--- config.mk ---
export PLATFORM = sky130hd
export DESIGN_NAME = esp32_boot_sequencer
export DESIGN_NICKNAME = d
export VERILOG_FILES = /design/src/rtl/esp32_boot_sequencer.sv
export SDC_FILE = /design/constraint.sdc
export NUM_CORES = 1
export LEC_CHECK = 0
export BUFFER_PORTS_ARGS = -buffer_cell sky130_fd_sc_hd__buf_2
export CORE_MARGIN = 1
export CORE_UTILIZATION = 61
export CTS_CLUSTER_SIZE = 12
export DETAILED_ROUTE_END_ITERATION = 7
export HOLD_SLACK_MARGIN = 0.08
export PLACE_DENSITY = 0.89
export SLEW_MARGIN = 20
export SYNTH_ARGS = -nofsm -noshare
export SYNTH_HDL_FRONTEND = slang
export SYNTH_SLANG_ARGS = --single-unit
--- constraint.sdc ---
create_clock -name clk_25mhz -period 3.8 [get_ports clk_25mhz]
set_input_delay 0.57 -clock clk_25mhz [delete_from_list [all_inputs] [get_ports clk_25mhz]]
set_output_delay 0.57 -clock clk_25mhz [all_outputs]
set_load 0.005 [all_outputs]
--- src/rtl/esp32_boot_sequencer.sv ---
// ESP32 EN / boot-strap sequencer arbitrating between the USB host (DTR/RTS) and internal reboot requests.
// Optional: define ESP32_POWERUP_RESET_EN to run one "reboot to run" sequence right after reset.
module esp32_boot_sequencer #(
   parameter int C_RESET_CYCLES      = 250000,
   parameter int C_STRAP_CYCLES      = 1250000,
   parameter int C_PROG_RELEASE_BITS = 26,
   parameter int C_SYNC_STAGES       = 2
) (
   input  logic       clk_25mhz,
   input  logic       reset,
   input  logic       ftdi_ndtr,
   input  logic       ftdi_nrts,
   input  logic       ftdi_txd,
   input  logic       esp_disable,
   input  logic       req_valid,
   input  logic       req_prog,
   output logic       req_ready,
   output logic       wifi_en,
   output logic       strap_oe,
   output logic       strap_gpio0,
   output logic [1:0] owner,
   output logic       done,
   output logic       aborted
);

   localparam logic [2:0] S_IDLE      = 3'd0;
   localparam logic [2:0] S_RST       = 3'd1;
   localparam logic [2:0] S_STRAP     = 3'd2;
   localparam logic [2:0] S_PROG_HOLD = 3'd3;
   localparam logic [2:0] S_HOST      = 3'd4;

   localparam int CNT_MAX = (C_RESET_CYCLES > C_STRAP_CYCLES) ? C_RESET_CYCLES : C_STRAP_CYCLES;
   localparam int CW      = $clog2(CNT_MAX + 1);
   localparam int RW      = C_PROG_RELEASE_BITS + 1;
   localparam logic [CW-1:0] RST_LAST   = CW'(C_RESET_CYCLES - 1);
   localparam logic [CW-1:0] STRAP_LAST = CW'(C_STRAP_CYCLES - 1);
   localparam logic [CW-1:0] STRAP_FULL = CW'(C_STRAP_CYCLES);

`ifdef ESP32_POWERUP_RESET_EN
   localparam logic POWERUP_INIT = 1'b1;
`else
   localparam logic POWERUP_INIT = 1'b0;
`endif

   logic [C_SYNC_STAGES-1:0] ndtrSync_q, nrtsSync_q, txdSync_q;
   logic [1:0]    hostPrev_q;
   logic          txdPrev_q;
   logic [2:0]    state_q, state_d;
   logic [CW-1:0] cnt_q, cnt_d;
   logic [RW-1:0] rel_q, rel_d, relInc;
   logic          prog_q, prog_d;
   logic          powerUp_q, powerUp_d;
   logic          wifiEn_q, wifiEn_d, strapOe_q, strapOe_d, strapIo0_q, strapIo0_d;
   logic [1:0]    owner_q, owner_d;
   logic          done_q, aborted_q, doneEvt, abortEvt;
   logic [1:0]    hostD;
   logic          startEvent, activity, relExpired, reqReady;

   assign hostD      = {ndtrSync_q[C_SYNC_STAGES-1], nrtsSync_q[C_SYNC_STAGES-1]};
   assign startEvent = (hostD == 2'b10) && (hostPrev_q != 2'b10);
   assign activity   = startEvent
                     | ((txdSync_q[C_SYNC_STAGES-1] ^ txdPrev_q)
                        & ((state_q == S_HOST) | (state_q == S_PROG_HOLD)));
   assign relInc     = rel_q[RW-1] ? rel_q : rel_q + RW'(1);
   // Expiry looks at the incremented value so the release lands exactly 2^N cycles after the last clear.
   assign relExpired = relInc[RW-1] & ~activity;

   // Sequencing FSM; a host start event always wins over internal work.
   always_comb begin
      state_d   = state_q;
      cnt_d     = cnt_q;
      prog_d    = prog_q;
      powerUp_d = powerUp_q;
      doneEvt   = 1'b0;
      abortEvt  = 1'b0;
      reqReady  = 1'b0;
      case (state_q)
         S_IDLE: begin
            if (startEvent) begin
               state_d   = S_HOST;
               powerUp_d = 1'b0;
            end else if (powerUp_q) begin
               state_d   = S_RST;
               prog_d    = 1'b0;
               cnt_d     = '0;
               powerUp_d = 1'b0;
            end else if (req_valid) begin
               reqReady = 1'b1;
               state_d  = S_RST;
               prog_d   = req_prog;
               cnt_d    = '0;
            end
         end
         S_RST, S_STRAP, S_PROG_HOLD: begin
            if (startEvent) begin
               state_d  = S_HOST;
               doneEvt  = 1'b1;
               abortEvt = 1'b1;
            end else if (state_q == S_RST) begin
               if (cnt_q == RST_LAST) begin
                  state_d = S_STRAP;
                  cnt_d   = '0;
               end else begin
                  cnt_d = cnt_q + CW'(1);
               end
            end else if (state_q == S_STRAP) begin
               if (cnt_q == STRAP_LAST) begin
                  cnt_d = '0;
                  if (prog_q) begin
                     state_d = S_PROG_HOLD;
                  end else begin
                     state_d = S_IDLE;
                     doneEvt = 1'b1;
                  end
               end else begin
                  cnt_d = cnt_q + CW'(1);
               end
            end else begin
               if (cnt_q != STRAP_FULL) cnt_d = cnt_q + CW'(1);
               if (relExpired) begin
                  state_d = S_IDLE;
                  doneEvt = 1'b1;
               end
            end
         end
         S_HOST: begin
            if (relExpired) state_d = S_IDLE;
         end
         default: state_d = S_IDLE;
      endcase

      if (activity || ((state_d == S_HOST) && (state_q != S_HOST))
                   || ((state_d == S_PROG_HOLD) && (state_q != S_PROG_HOLD))) begin
         rel_d = '0;
      end else begin
         rel_d = relInc;
      end
   end

   // Pin values are decoded from the upcoming state so they register together with it.
   always_comb begin
      wifiEn_d   = 1'b1;
      strapOe_d  = 1'b1;
      strapIo0_d = 1'b1;
      owner_d    = 2'b10;
      case (state_d)
         S_RST: begin
            wifiEn_d   = 1'b0;
            strapIo0_d = ~prog_d;
         end
         S_STRAP:     strapIo0_d = ~prog_d;
         S_PROG_HOLD: strapIo0_d = (cnt_d == STRAP_FULL);
         S_HOST: begin
            owner_d    = 2'b01;
            wifiEn_d   = (hostD != 2'b10);
            strapIo0_d = (hostD != 2'b01);
         end
         default: begin
            strapOe_d = 1'b0;
            owner_d   = 2'b00;
         end
      endcase
   end

   always_ff @(posedge clk_25mhz or posedge reset) begin
      if (reset) begin
         ndtrSync_q <= '1;
         nrtsSync_q <= '1;
         txdSync_q  <= '1;
         hostPrev_q <= 2'b11;
         txdPrev_q  <= 1'b1;
         state_q    <= S_IDLE;
         cnt_q      <= '0;
         rel_q      <= '0;
         prog_q     <= 1'b0;
         powerUp_q  <= POWERUP_INIT;
         wifiEn_q   <= 1'b1;
         strapOe_q  <= 1'b0;
         strapIo0_q <= 1'b1;
         owner_q    <= 2'b00;
         done_q     <= 1'b0;
         aborted_q  <= 1'b0;
      end else begin
         ndtrSync_q <= {ndtrSync_q[C_SYNC_STAGES-2:0], ftdi_ndtr};
         nrtsSync_q <= {nrtsSync_q[C_SYNC_STAGES-2:0], ftdi_nrts};
         txdSync_q  <= {txdSync_q[C_SYNC_STAGES-2:0], ftdi_txd};
         hostPrev_q <= hostD;
         txdPrev_q  <= txdSync_q[C_SYNC_STAGES-1];
         state_q    <= state_d;
         cnt_q      <= cnt_d;
         rel_q      <= rel_d;
         prog_q     <= prog_d;
         powerUp_q  <= powerUp_d;
         wifiEn_q   <= wifiEn_d;
         strapOe_q  <= strapOe_d;
         strapIo0_q <= strapIo0_d;
         owner_q    <= owner_d;
         done_q     <= doneEvt;
         aborted_q  <= abortEvt;
      end
   end

   // req_ready is combinational so a held request is taken on the very edge it is acknowledged.
   assign req_ready   = reqReady;
   assign wifi_en     = wifiEn_q & ~esp_disable;
   assign strap_oe    = strapOe_q;
   assign strap_gpio0 = strapIo0_q;
   assign owner       = owner_q;
   assign done        = done_q;
   assign aborted     = aborted_q;

endmodule

## Yosys cells after proc, flatten, opt, wreduce, memory -nomap -nowiden

Cells that the tools add are included.

| storage, ports and cells | value |
|---|---|
| register bits | 68 |
| bits of input ports | 8 |
| output and inout port bits | 8 |
| logic and storage cells | 96 |

| operators by class | value |
|---|---|
| $add $sub $neg | 2 |
| eq/ne operators | 19 |
| mux-type cells | 40 |
| bitwise operators | 9 |
| reduce and logical (&&, ||, !) cells | 10 |

Operator list:

| kind | count |
|---|---|
| two-way mux 21 bit | 8 |
| two-way mux 27 bit | 2 |
| equality test 21 bit (second input constant) | 2 |
| one-hot mux 21 bit (2 select lines) | 1 |
| adder 27 x 1 -> 27 bit (second input constant) | 1 |
| two-way mux 3 bit | 8 |
| adder 21 x 1 -> 21 bit (second input constant) | 1 |
| equality test 21 x 18 -> 1 bit (second input constant) | 1 |
| inequality test 21 bit (second input constant) | 1 |
| two-way mux 1 bit | 16 |
| equality test 3 x 2 -> 1 bit (second input constant) | 4 |
| one-hot mux 3 bit (3 select lines) | 1 |
| equality test 3 x 1 -> 1 bit (second input constant) | 2 |
| equality test 3 bit (second input constant) | 2 |
| OR reduction 3 bit | 2 |
| inequality test 2 x 1 -> 1 bit (second input constant) | 2 |
| inequality test 2 bit (second input constant) | 2 |
| one-hot mux 2 bit (2 select lines) | 1 |
| OR reduction 4 bit | 1 |
| bitwise AND 1 bit | 3 |
| logical AND 1 bit | 3 |
| logical NOT 3 bit | 1 |
| inequality test 3 x 2 -> 1 bit (second input constant) | 1 |
| inequality test 3 bit (second input constant) | 1 |
| 9 further kinds | 13 |

## Longest topological paths before layout

| depth | value |
|---|---|
| depth in word-level cells | 16 |
| depth in mapped cells | 10 |
| mapped depth without buffers | 10 |

## Least setup slack after synthesis

Ideal clock, no wire load.

| timing | value |
|---|---|
| kind | register to register |
| start point | register cnt_q[14] |
| end point | register strapIo0_q, in the netlist strap_gpio0 |
| library setup time | 0.086 ns |
| arrival time | 2.948 ns |
| required time | 3.714 ns |
| slack | 0.766 ns |
| cell stages (with the launch flop) | 9 |
| buffers on the path | 0 |
| period minus slack after synthesis | 3.034 ns |
| path through | dfrtp_1 > or4b_4 > nor4_4 > o21ai_2 > and4_4 > a221o_1 > or4b_1 > or4b_1 > o31ai_2 |

| between the ends | value |
|---|---|
| elaborated cells on any way between the ends | 26 |
| those cells by class | 1 x add/sub; 8 x eq/ne; 16 x mux; 1 x reduce/logical |

RTL lines:

| item | RTL line | RTL |
|---|---|---|
| start: declaration | 49 | `logic [CW-1:0] cnt_q, cnt_d;` |
| start signal: assignment | 190 | `cnt_q <= cnt_d;` |
| inequality test 21 bit or equality test 21 bit (tied branches) | 119, 107 |  |
| two-way mux 21 bit, on equally long branches | 119, 107 |  |
| two-way mux 21 bit | 106 | `end else if (state_q == S_STRAP) begin` |
| two-way mux 21 bit (*) | 99 | `end else if (state_q == S_RST) begin` |
| two-way mux 21 bit (*) | 95 | `if (startEvent) begin` |
| one-hot mux 21 bit (2 select lines) (*) | 77 | `case (state_q)` |
| via cnt_d[1] | 49 |  |
| equality test 21 bit (*) | 152 | `S_PROG_HOLD: strapIo0_d = (cnt_d == STRAP_FULL);` |
| one-hot mux 1 bit (3 select lines) (*) | 146 | `case (state_d)` |
| via strapIo0_d | 53 | `logic wifiEn_q, wifiEn_d, strapOe_q, strapOe_d, strapIo0_q, strapIo0_d;` |
| end signal: assignment | 196 | `strapIo0_q <= strapIo0_d;` |
| end: declaration | 53 |  |

The timed path passes the listed nets; every way through them passes the cells marked *.
A chain may end at the register's enable or synchronous reset.

## Final worst setup path

Ends and elaborated chain as after synthesis.

==> flow_summary.toml <==
[synthesis]
ys_seq_area_share_pct = 46.7
syn-num-nets = 402
yosysTopAreaCellShare_pct = 38.8
synth_seq_cells = 68
post-synth-top-area-cell = "dfrtp_1"
synth-edff-count = 0
syn_inst = 391
syn_area_per_cell_um2 = 9.39
synth.distinct_cells = 60
yosysWarnings = 0
syn-cell-area_um2 = 3670
async_flop_share_pct = 100
synth_ff_type = "dfrtp_1"
synth_area_leaders = "dfrtp_1 39%, dfstp_2 7.9%, nor2_1 5.2%"

[power_and_ir_drop]
leakage_nw = 1.76
pwr-share-seq_pct = 40.7
clkPwrFrac_pct = 29.5
power_density_nw_per_um2 = 592
max-vdd-ir-drop_v = 0.000376
power.switching_w = 0.000885
switching_share_pct = 36.6
p_comb_share_pct = 29.8
p_int_w = 0.00153

[worst_hold_path]
whs_path_depth = 1
hold_start = "ftdi_ndtr"
min_path_type = "in2reg"
min_to = "ndtrSync_q[0]$_DFF_PP1_"

[setup_path]
crit_buf_inv = 0
crit_chain = "or4b_4 -> nor4_4 -> o21ai_2 -> and4_4 -> a221o_1 -> or4b_1 -> or4b_1 -> o31ai_2"
critPathSlowestCell = "or4b_4"
rrSetupSlack_ps = 570
end_kind = "flip-flop"
path_common_cell = "or4b_1"
crit_fanout = 8
worstSetupPathType = "reg2reg"
critPathRequiredTime_ps = 4070
reg2reg_depth = 8
cp-start-kind = "flip-flop"
rr_endpoint = "strap_gpio0$_DFF_PP1_"
r2r-start = "cnt_q[14]$_DFF_PP0_"
cp.arrival_ps = 3500
cp_top_family = "simple AND/OR/NAND/NOR gates"
cpPeakStageDelay_ps = 560

[route]
drc = 0
wl_per_cell_um = 18.8
wirelength_mm = 9.18
drtIter0Drc = 367
vias = 3188
viasPerCell = 6.53
drtAntennaViolNets = 0
drtPass1Iterations = 5

[cts]
clock_latency_ps = 350
cts_setup_buffers = 0
cts-root-buf = "clkbuf_8"
cts_max_level = 3
numCtsBuffers = 9
cts-resized-gates = 0
path_clk_slew_ps = 80
cts_hold_buf = 0
cts_sinks = 68
cts.path.max_buffers = 2
cts_tree = "built"

[floorplanning]
fp-row-count = 27
dieArea_um2 = 6330
initial_utilization_pct = 65.1
die_width_um = 79.6
fp.coreArea_um2 = 5640
io_pins = 16
die_h_um = 79.6

[final_layout]
fin_cells = 488
num-fill-cells = 389
syn2layout_area_growth_pct = 11.3
antenna_cells = 0
drive_above_1_share_pct = 16.6
nNetsFinal = 422
final_common_cell = "dfrtp_1"
final_util_pct = 72.4
mostFrequentLayoutCells = "57 x dfrtp_1, 51 x nor2_1, 36 x nand2_1"

[grt]
grt_first_pass_wirelength_mm = 15.1
top_usage_layer = "met2"
grt_usage_pct = 32.2
grt_use_met1_pct = 44.2
grt_max_degree = 36
gr-usage-met3_pct = 9.14
overflow = 0
use_met2_pct = 48.7
antenna_found_initial = 0
grt_pass1_vias = 3017

[timing]
finalSetupViolCount = 0
worst_slew_pin_slew_ps = 878
hold_viol = 0
fmax_mhz = 309
slew_headroom_pct = 41.0
tns_ps = 0
period_needed_ps = 3230
drv_slew = 0
rsz0062_at_grt = "false"
layout_worst_path_cycle_share_pct = 85.1
skew_ps = 10.5

[placed_design]
dp.cells = 472
gp_congestion = 0.979
portBuffers = 15
dpl.hpwl_mm = 6.58

[outcome]
status = "finished clean"

[job]
drv_cap = 0
-- kinds of logic after synthesis --
group                      synth area share [%]
xor gates and xnor gates                   6.20
muxes                                      2.01
buffers and inverters                      2.21
and+or+nand+nor                            30.0
AOI/OAI and AO/OA                          11.9
DFF                                        46.7
adders and majority gates                  1.02
-- power groups by stage --
stage / combinational, W / clock [W] / sequential [W]
global placement: 0.000678 / 0 / 0.000982
global route: 0.000781 / 0.000757 / 0.00100
floorplan: 0.000502 / 0 / 0.000934
finish: 0.000721 / 0.000714 / 0.000985
CTS: 0.000701 / 0.000717 / 0.000980
detailed placement: 0.000692 / 0 / 0.000989
-- worst max path at each step --
stage | end | cells after the start | start | slack [ps]
after floorplan | strap_gpio0$_DFF_PP1_ | 8 | cnt_q[14]$_DFF_PP0_ | 770
after global placement | strap_gpio0$_DFF_PP1_ | 8 | cnt_q[14]$_DFF_PP0_ | 680
after detailed placement | strap_gpio0$_DFF_PP1_ | 8 | cnt_q[14]$_DFF_PP0_ | 600
after CTS | strap_gpio0$_DFF_PP1_ | 8 | cnt_q[14]$_DFF_PP0_ | 580
after global routing | strap_gpio0$_DFF_PP1_ | 9 | cnt_q[1]$_DFF_PP0_ | 370
final | strap_gpio0$_DFF_PP1_ | 8 | cnt_q[14]$_DFF_PP0_ | 570
-- cell type report --
cell class                 count  area, um2  area share (%)
clock buffer                  11        163            3.98
clock inverter                 5       81.3            1.99
inverter                       7       26.3           0.643
multi-input combinational    302       1880            45.9
sequential                    68       1720            42.0
tap                           72       90.1            2.20
timing repair buffer          23        135            3.31
-- sequential cells by signal, summed over array words and instances (netlist names), 2 cells and up --
| signal | cells |
|---|---|
| rel_q | 27 |
| cnt_q | 21 |
| owner | 2 |
| ndtrSync_q | 2 |
| state_q | 3 |
| hostPrev_q | 2 |
| txdSync_q | 2 |
| nrtsSync_q | 2 |
-- cell usage after synthesis (2+ instances only) --
| cell | instances |
|---|---|
| a31o_2 | 2 |
| nor4_1 | 10 |
| mux2_2 | 3 |
| nor2_1 | 51 |
| o21ai_1 | 2 |
| o31ai_1 | 3 |
| o21ai_0 | 14 |
| and3_1 | 6 |
| nand2b_1 | 3 |
| o22ai_1 | 3 |
| a41oi_1 | 3 |
| buf_2 | 2 |
| inv_1 | 7 |
| mux2i_1 | 4 |
| nor3_1 | 10 |
| nand4_1 | 11 |
| o211ai_1 | 4 |
| or4b_4 | 2 |
| nand4b_1 | 4 |
| or3_1 | 3 |
| nand3b_1 | 5 |
| dfstp_2 | 11 |
| nor2b_1 | 8 |
| and2_1 | 6 |
| nand3_1 | 21 |
| nand2_1 | 36 |
| a31oi_1 | 5 |
| dfrtp_1 | 57 |
| xor2_1 | 20 |
| a21oi_1 | 16 |
| clkbuf_1 | 12 |
| or2_2 | 2 |
| or4b_1 | 3 |
| ha_1 | 3 |
| xnor2_1 | 6 |
| or3b_2 | 2 |
| and4_1 | 8 |
-- layer usage --
layer / part of all wire (%) / vias to the layer above / wire [um]
met5: 0 / - / 0
met4: 2.9 / 0 / 264
met3: 8.6 / 30 / 791
met2: 45 / 172 / 4120
met1: 44 / 1532 / 4000
li1: - / 1454 / -
-- through the flow --
stage / hold WS (ps) / instance area (um2) / power, W / setup slack, ps
after floorplan: 345 / 3670 / 0.00144 / 766
after global placement: 346 / 3840 / 0.00166 / 677
after detailed placement: 347 / 3840 / 0.00168 / 600
after CTS: 304 / 4090 / 0.00240 / 575
after global routing: 294 / 4090 / 0.00254 / 373
final: 314 / 4090 / 0.00242 / 567
-- worst reg2reg max path, delay by kind of cell, from the launching register on --
kind | cells | cell delay (ps)
AND/OR/NAND/NOR | 5 | 2150
flip-flops | 1 | 460
AO/OA/AOI/OAI | 3 | 560
Power figures use the tool's default switching activity.
